`config.mk`:
```
export PLATFORM = sky130hd
export DESIGN_NAME = alu_nibble_seq
export DESIGN_NICKNAME = d
export VERILOG_FILES = /design/src/rtl/alu_nibble_seq.sv
export SDC_FILE = /design/constraint.sdc
export NUM_CORES = 1
export LEC_CHECK = 0
export ABC_AREA = 1
export CELL_PAD_IN_SITES_DETAIL_PLACEMENT = 0
export CELL_PAD_IN_SITES_GLOBAL_PLACEMENT = 1
export CORE_ASPECT_RATIO = 0.75
export CORE_UTILIZATION = 33
export CTS_BUF_LIST = sky130_fd_sc_hd__clkbuf_8 sky130_fd_sc_hd__clkbuf_16
export DETAILED_ROUTE_END_ITERATION = 12
export PLACE_DENSITY = 0.89
export SLEW_MARGIN = 20
export SYNTH_ARGS = -nofsm -noshare
export SYNTH_HDL_FRONTEND = slang
export SYNTH_SLANG_ARGS = --single-unit
```
`constraint.sdc`:
```
create_clock -name clk -period 1.7 [get_ports clk]
set_input_delay 0.34 -clock clk [delete_from_list [all_inputs] [get_ports clk]]
set_output_delay 0.34 -clock clk [all_outputs]
set_load 0.01 [all_outputs]
```
`src/rtl/alu_nibble_seq.sv`:
```
// alu_nibble_seq
// Sequences a W-bit (W = 4*NIB) operation through an external 4-bit
// 74181-style ALU, one nibble per clock, least significant nibble first.
// The ALU carry-out of each nibble is fed back as the carry-in of the next.
//
// Ports
//   clk, rst            clock, synchronous active-high reset
//   start               begin an operation (accepted only in IDLE)
//   op_s, op_m, op_cn   74181 select, mode (1 = logic), carry-in (active low)
//   op_a, op_b          W-bit operands
//   alu_s, alu_m        select / mode presented to the external ALU
//   alu_a, alu_b        current operand nibbles presented to the ALU
//   alu_cn              current carry-in presented to the ALU
//   alu_f, alu_cn_4     ALU nibble result and carry-out (combinational)
//   busy                high in RUN and DONE
//   done                one-cycle completion pulse
//   result, cout, zero  assembled result, final carry-out, result == 0
module alu_nibble_seq #(
  parameter int NIB = 4
) (
  input  logic               clk,
  input  logic               rst,
  input  logic               start,
  input  logic [3:0]         op_s,
  input  logic               op_m,
  input  logic               op_cn,
  input  logic [4*NIB-1:0]   op_a,
  input  logic [4*NIB-1:0]   op_b,
  output logic [3:0]         alu_s,
  output logic               alu_m,
  output logic [3:0]         alu_a,
  output logic [3:0]         alu_b,
  output logic               alu_cn,
  input  logic [3:0]         alu_f,
  input  logic               alu_cn_4,
  output logic               busy,
  output logic               done,
  output logic [4*NIB-1:0]   result,
  output logic               cout,
  output logic               zero
);

  localparam int W  = 4 * NIB;
  localparam int IW = $clog2(NIB);
  localparam logic [IW-1:0] IDX_ZERO = IW'(0);
  localparam logic [IW-1:0] IDX_ONE  = IW'(1);
  localparam logic [IW-1:0] IDX_LAST = IW'(NIB - 1);

  typedef enum logic [1:0] {
    IDLE = 2'd0,
    RUN  = 2'd1,
    DONE = 2'd2
  } state_t;

  state_t          state_r;
  state_t          state_nx_s;
  logic [IW-1:0]   idx_r;
  logic [3:0]      s_r;
  logic            m_r;
  logic [W-1:0]    a_r;
  logic [W-1:0]    b_r;
  logic            carry_r;
  logic [W-1:0]    result_r;
  logic            cout_r;

  logic            accept_s;
  logic            step_s;
  logic            last_s;

  // Next-state and datapath strobes for the IDLE/RUN/DONE sequencer.
  always_comb begin
    state_nx_s = state_r;
    accept_s   = 1'b0;
    step_s     = 1'b0;
    last_s     = 1'b0;
    case (state_r)
      IDLE: begin
        if (start) begin
          state_nx_s = RUN;
          accept_s   = 1'b1;
        end else begin
          state_nx_s = IDLE;
        end
      end
      RUN: begin
        step_s = 1'b1;
        if (idx_r == IDX_LAST) begin
          last_s     = 1'b1;
          state_nx_s = DONE;
        end else begin
          state_nx_s = RUN;
        end
      end
      DONE: begin
        // start is deliberately not looked at here; it is seen again in IDLE.
        state_nx_s = IDLE;
      end
      default: begin
        state_nx_s = IDLE;
      end
    endcase
  end

  // State register, operand latches, nibble capture and carry chaining.
  always_ff @(posedge clk) begin
    if (rst) begin
      state_r  <= IDLE;
      idx_r    <= IDX_ZERO;
      s_r      <= 4'b0000;
      m_r      <= 1'b0;
      a_r      <= {W{1'b0}};
      b_r      <= {W{1'b0}};
      carry_r  <= 1'b1;
      result_r <= {W{1'b0}};
      cout_r   <= 1'b1;
    end else begin
      state_r <= state_nx_s;
      if (accept_s) begin
        s_r     <= op_s;
        m_r     <= op_m;
        a_r     <= op_a;
        b_r     <= op_b;
        carry_r <= op_cn;
        idx_r   <= IDX_ZERO;
      end else if (step_s) begin
        for (int i = 0; i < NIB; i++) begin
          if (idx_r == IW'(i)) begin
            result_r[4*i +: 4] <= alu_f;
          end
        end
        // Carry chains in both modes; in logic mode the ALU ignores it for F.
        carry_r <= alu_cn_4;
        if (last_s) begin
          cout_r <= alu_cn_4;
          // Parking idx at 0 keeps nibble 0 on alu_a/alu_b while idle.
          idx_r  <= IDX_ZERO;
        end else begin
          idx_r  <= idx_r + IDX_ONE;
        end
      end
    end
  end

  assign alu_s  = s_r;
  assign alu_m  = m_r;
  assign alu_a  = a_r[{idx_r, 2'b00} +: 4];
  assign alu_b  = b_r[{idx_r, 2'b00} +: 4];
  assign alu_cn = carry_r;
  assign busy   = (state_r != IDLE);
  assign done   = (state_r == DONE);
  assign result = result_r;
  assign cout   = cout_r;
  assign zero   = (result_r == {W{1'b0}});

endmodule

```
* Word level (Yosys, flattened, before mapping) *
Index checks and enable logic that the tools add are counted.

operators by class
  add/sub/neg operators = 1
  multipliers = 0
  divide/modulo/power cells = 0
  $lt $le $gt $ge = 0
  equality and inequality tests = 5
  shifts and indexed selects = 2
  muxes and demuxes = 11
  bitwise gates (word level) = 1
  reductions and logical operators = 11

operators with widths
  operator                                                               count
  16-bit by 5-bit indexed part select with 4-bit output                  2
  16-bit zero test                                                       1
  3-bit AND reduction                                                    5
  1-bit two-way mux                                                      8
  2-bit equality test, second input constant                             3
  2-bit by 1-bit equality test with 1-bit output, second input constant  2
  2-bit zero test                                                        2
  2-bit two-way mux                                                      2
  2-bit one-hot mux with 2 select lines                                  1
  2-bit nonzero test                                                     2
  2-bit by 1-bit adder with 2-bit output, second input constant          1
  2-bit OR reduction                                                     1
  1-bit inverter                                                         1

storage, ports and cells
  flip-flop bits (word level) = 59
  bits in latches = 0
  bits in writable memories = 0
  memory bits (read-only) = 0
  output and inout bits = 34
  logic and storage cells = 43
  memories kept = 0

* Depth between registers and ports, before layout *
  depth after elaboration = 4
  mapped depth = 7
  mapped depth without buffers = 5

* Least setup slack after synthesis *
OpenSTA, ideal clock, no wires.

  path type = reg-to-reg
  start = register idx_r[0]
  end = register result_r[0] (netlist: result[0])
  arrival = 1.302 ns
  data required time = 1.630 ns
  path slack = 0.328 ns
  cell stages (with the launch flop) = 8
  path buffers = 2
  cell sequence = dfxtp_1 -> buf_2 -> inv_2 -> buf_2 -> ha_1 -> nand3_1 -> nand2_1 -> a21oi_1

between the ends
  cells in the longest elaborated chain, start to end = 2

RTL lines
  item                                  RTL line  text
  start: declaration                    57        logic [IW-1:0] idx_r;
  start signal: assignment              138       idx_r <= idx_r + IDX_ONE;
  2-bit zero test                       127       if (idx_r == IW'(i)) begin
  3-bit AND reduction (no source line)  --
  end signal: assignment                114       result_r <= {W{1'b0}};
  end signal: indexed assignment        128       result_r[4*i +: 4] <= alu_f;
  end: declaration                      63        logic [W-1:0] result_r;

No other way between the ends.
A chain may end at the register's enable or synchronous reset.

* Worst setup path in the final report *
  start = register idx_r[0]
  end = output port alu_a[0]

between the ends
  cells in the longest elaborated chain, start to end = 1

RTL lines
  item                                                   RTL line  text
  16-bit by 5-bit indexed part select with 4-bit output  146       assign alu_a = a_r[{idx_r, 2'b00} +: 4];
  end: declaration                                       31        output logic [3:0] alu_a,

No other way between the ends.

==> flow_summary.yaml <==
synth:
  synth_top_area_share_pct: 42.9
  yosysTopAreaCell: "dfxtp_1"
  synth_cells: 387
  ys_seq_elements: 59
  synth_area_leaders: "dfxtp_1, nor2_1, nand3b_1"
  syn_area_um2: 2750
  yosys_warnings: 0
  seq_area_frac_synth_pct: 42.9
  synthesis.nets: 437
  postSynthAreaPerCell_um2: 7.12
  yosysUniqueCellTypes: 21
worst_setup_path:
  r2r_cells: 6
  critPathMaxFanout: 7
  worstSetupStartpointType: "flop"
  reg2reg_to: "result[12]$_SDFFE_PP0P_"
  crit_type: "reg -> out"
  crit_arrival_ns: 1.29
  reg2reg_slack_ns: 0.14
  r2r_start: "idx_r[0]$_SDFFE_PP0N_"
  crit_required_ns: 1.36
  endpoint_kind: "output port"
floorplanning:
  fp.dieW_um: 107
  fp.dieH_um: 81.1
  ioPinCount: 80
  initial_utilization_pct: 34.5
  std_cell_rows: 28
  core_um2: 7990
  die_area_um2: 8720
routing:
  avgViaCountPerCell: 4.61
  drc: 0
  totalWireLength_um: 7150
  drt_first_pass_iters: 4
  via_count: 2658
  wl_per_cell_um: 12.4
  ant_nets: 0
  drt_iter0_drc: 95
layout:
  areaGrowthSynthToFinish_pct: 40.1
  nets: 519
  fillerInstances: 808
  regArea_um2: 1190
  drive_gt1_share_pct: 11.9
  stdcell_count: 577
  multi_input_area_um2: 1370
  diodes: 0
grt:
  grt_pass1_vias: 2350
  grt_max_degree: 41
  grt_overflow_total: 0
  antenna_found_initial: 0
  grt_use_total_pct: 17.2
  grt_pass1_wl_um: 11300
pwr:
  power_switching_uw: 874
  pwr-share-clk_pct: 37.6
  finalPower_uw: 3430
  internal_power_uw: 2550
  p_seq_share_pct: 44.8
  power.density_nw_per_um2: 889
  pwr-share-comb_pct: 17.6
  ir_drop_mv: 0.429
  power.leakage_uw: 0.00160
  switching_share_pct: 25.5
placed_design:
  placedCellCount: 559
  io_buffer_count: 79
  place_congestion: 0.805
  dp_slack_ns: -0.0391
  dp_hpwl_um: 5050
worst_hold_path:
  min_from: "cout$_SDFFE_PP1P_"
  holdPathEnd: "cout$_SDFFE_PP1P_"
  hold_path.class: "reg -> reg"
  min_delay_path_depth: 2
timing:
  finalHoldViolations: 0
  slew_viol_final: 0
  setup_ws_ns: 0.0661
  fin_crit_sh_pct: 96.1
  finalSetupViolCount: 0
  relSlewSlack_pct: 81.6
  max_freq_mhz: 612
  skew_ns: 0.00742
  fin_crit_ns: 1.63
  tightest_slew_ns: 0.276
  grt_setup_unrepaired: "true"
clocking:
  clk_latency_ns: 0.34
  htreeDepth: 3
  path_clk_slew_ns: 0.06
  hold_buffers: 0
  cts_tree: "built"
  cts-root-buf: "clkbuf_8"
  cts_buffer_depth: 2
  cts_made_buffers: 9
  cts.sinks: 59
outcome:
  status: "finished, final reports clean"
run:
  drv_cap: 0
worst max path at each step:
stage / startpoint / to / slack (ns) / depth (start not counted)
CTS: result[12]$_SDFFE_PP0P_ / zero / 0.04 / 5
global placement: idx_r[0]$_SDFFE_PP0N_ / alu_b[2] / -0.02 / 4
detailed placement: idx_r[0]$_SDFFE_PP0N_ / alu_a[2] / -0.04 / 6
floorplan: idx_r[0]$_SDFFE_PP0N_ / result[0]$_SDFFE_PP0P_ / 0.33 / 7
global route: idx_r[1]$_SDFFE_PP0N_ / alu_b[1] / -0.03 / 4
finish: idx_r[0]$_SDFFE_PP0N_ / alu_a[0] / 0.07 / 6
flip-flops by register name (all words and copies together) (netlist names):
signal,cells
a_r,16
alu_cn,1
alu_m,1
alu_s,4
b_r,16
cout,1
idx_r,2
result,16
state_r,2
routing by layer:
metal / GRT usage (%) / routed length, µm
met3: 5.86 / 395
met4: 5.48 / 93
met5: 0 / 0
met2: 25.3 / 3020
met1: 23.6 / 3630
power by group through the flow:
stage	Sequential [µW]	Clock [µW]	Combinational, µW
after CTS	1530	1320	599
final	1530	1290	605
after floorplan	1550	0	354
after global routing	1540	1390	673
after detailed placement	1560	0	625
after global placement	1560	0	620
area by class of cell:
type                            count  share of cell area (%)
Inverter                           15                    1.78
Multi-Input combinational cell    289                    35.5
Clock inverter                      2                   0.908
Sequential cell                    59                    30.8
Timing Repair Buffer               95                    23.2
Tap cell                          105                    3.41
Clock buffer                       12                    4.28
per-stage QoR:
step                      hold slack [ns]  TNS [ns]  util [%]  cell area (µm²)
after global placement              0.465   -0.0474      45.6             3640
after global routing                0.508    -0.119      48.3             3860
after floorplan                     0.449         0         -             2750
after CTS                           0.482         0      47.8             3810
final                               0.477         0      48.3             3860
after detailed placement            0.469    -0.137      45.6             3640
synth_stat cells:
cell type / n
inv_1: 8
nand4_1: 1
and2_1: 1
nand3b_1: 37
nand2_2: 1
inv_2: 6
buf_1: 2
o21ai_1: 16
dfxtp_1: 59
clkinv_4: 1
nor2_4: 1
nand3_1: 25
clkbuf_1: 4
buf_6: 6
ha_1: 4
buf_2: 12
a21oi_1: 19
nor2_2: 1
nor2_1: 108
nand2_1: 67
o21ai_0: 8
critical path: stages (launching register included):
cell	delay, ns
dfxtp_4	0.39
buf_6	0.13
nor2_2	0.03
nor2_1	0.09
o21ai_1	0.07
o21ai_1	0.08
buf_2	0.15
cells in the final DEF, fill, tap and decap left out, drive strengths merged:
master	Yosys	layout
nor2	110	110
clkdlybuf4s50	0	68
nand2	68	68
dfxtp	59	59
nand3b	37	37
nand3	25	25
o21ai	24	24
buf	20	24
a21oi	19	19
inv	14	14
clkbuf	4	13
ha	4	4
dlygate4sd2	0	2
clkinv	1	2
and2	1	1
nand4	1	1
bufinv	0	1
cell families (layout without fill, tap and decap cells):
group,after synthesis,count (layout),share of synthesized area (%)
fa+ha+maj,4,4,1.82
simple gates,242,242,39.8
buf+inv,39,124,7.68
compound gates,43,43,7.81
flops,59,59,42.9
what timing repair did:
item | CTS | global route
setup buffers | 0 | 4
pin swaps | 0 | 3
setup endpoints to repair | 11 | 8
gates cloned | 0 | 0
gates resized for setup | 43 | 8
Note: power is estimated with default switching activity, not from simulation.
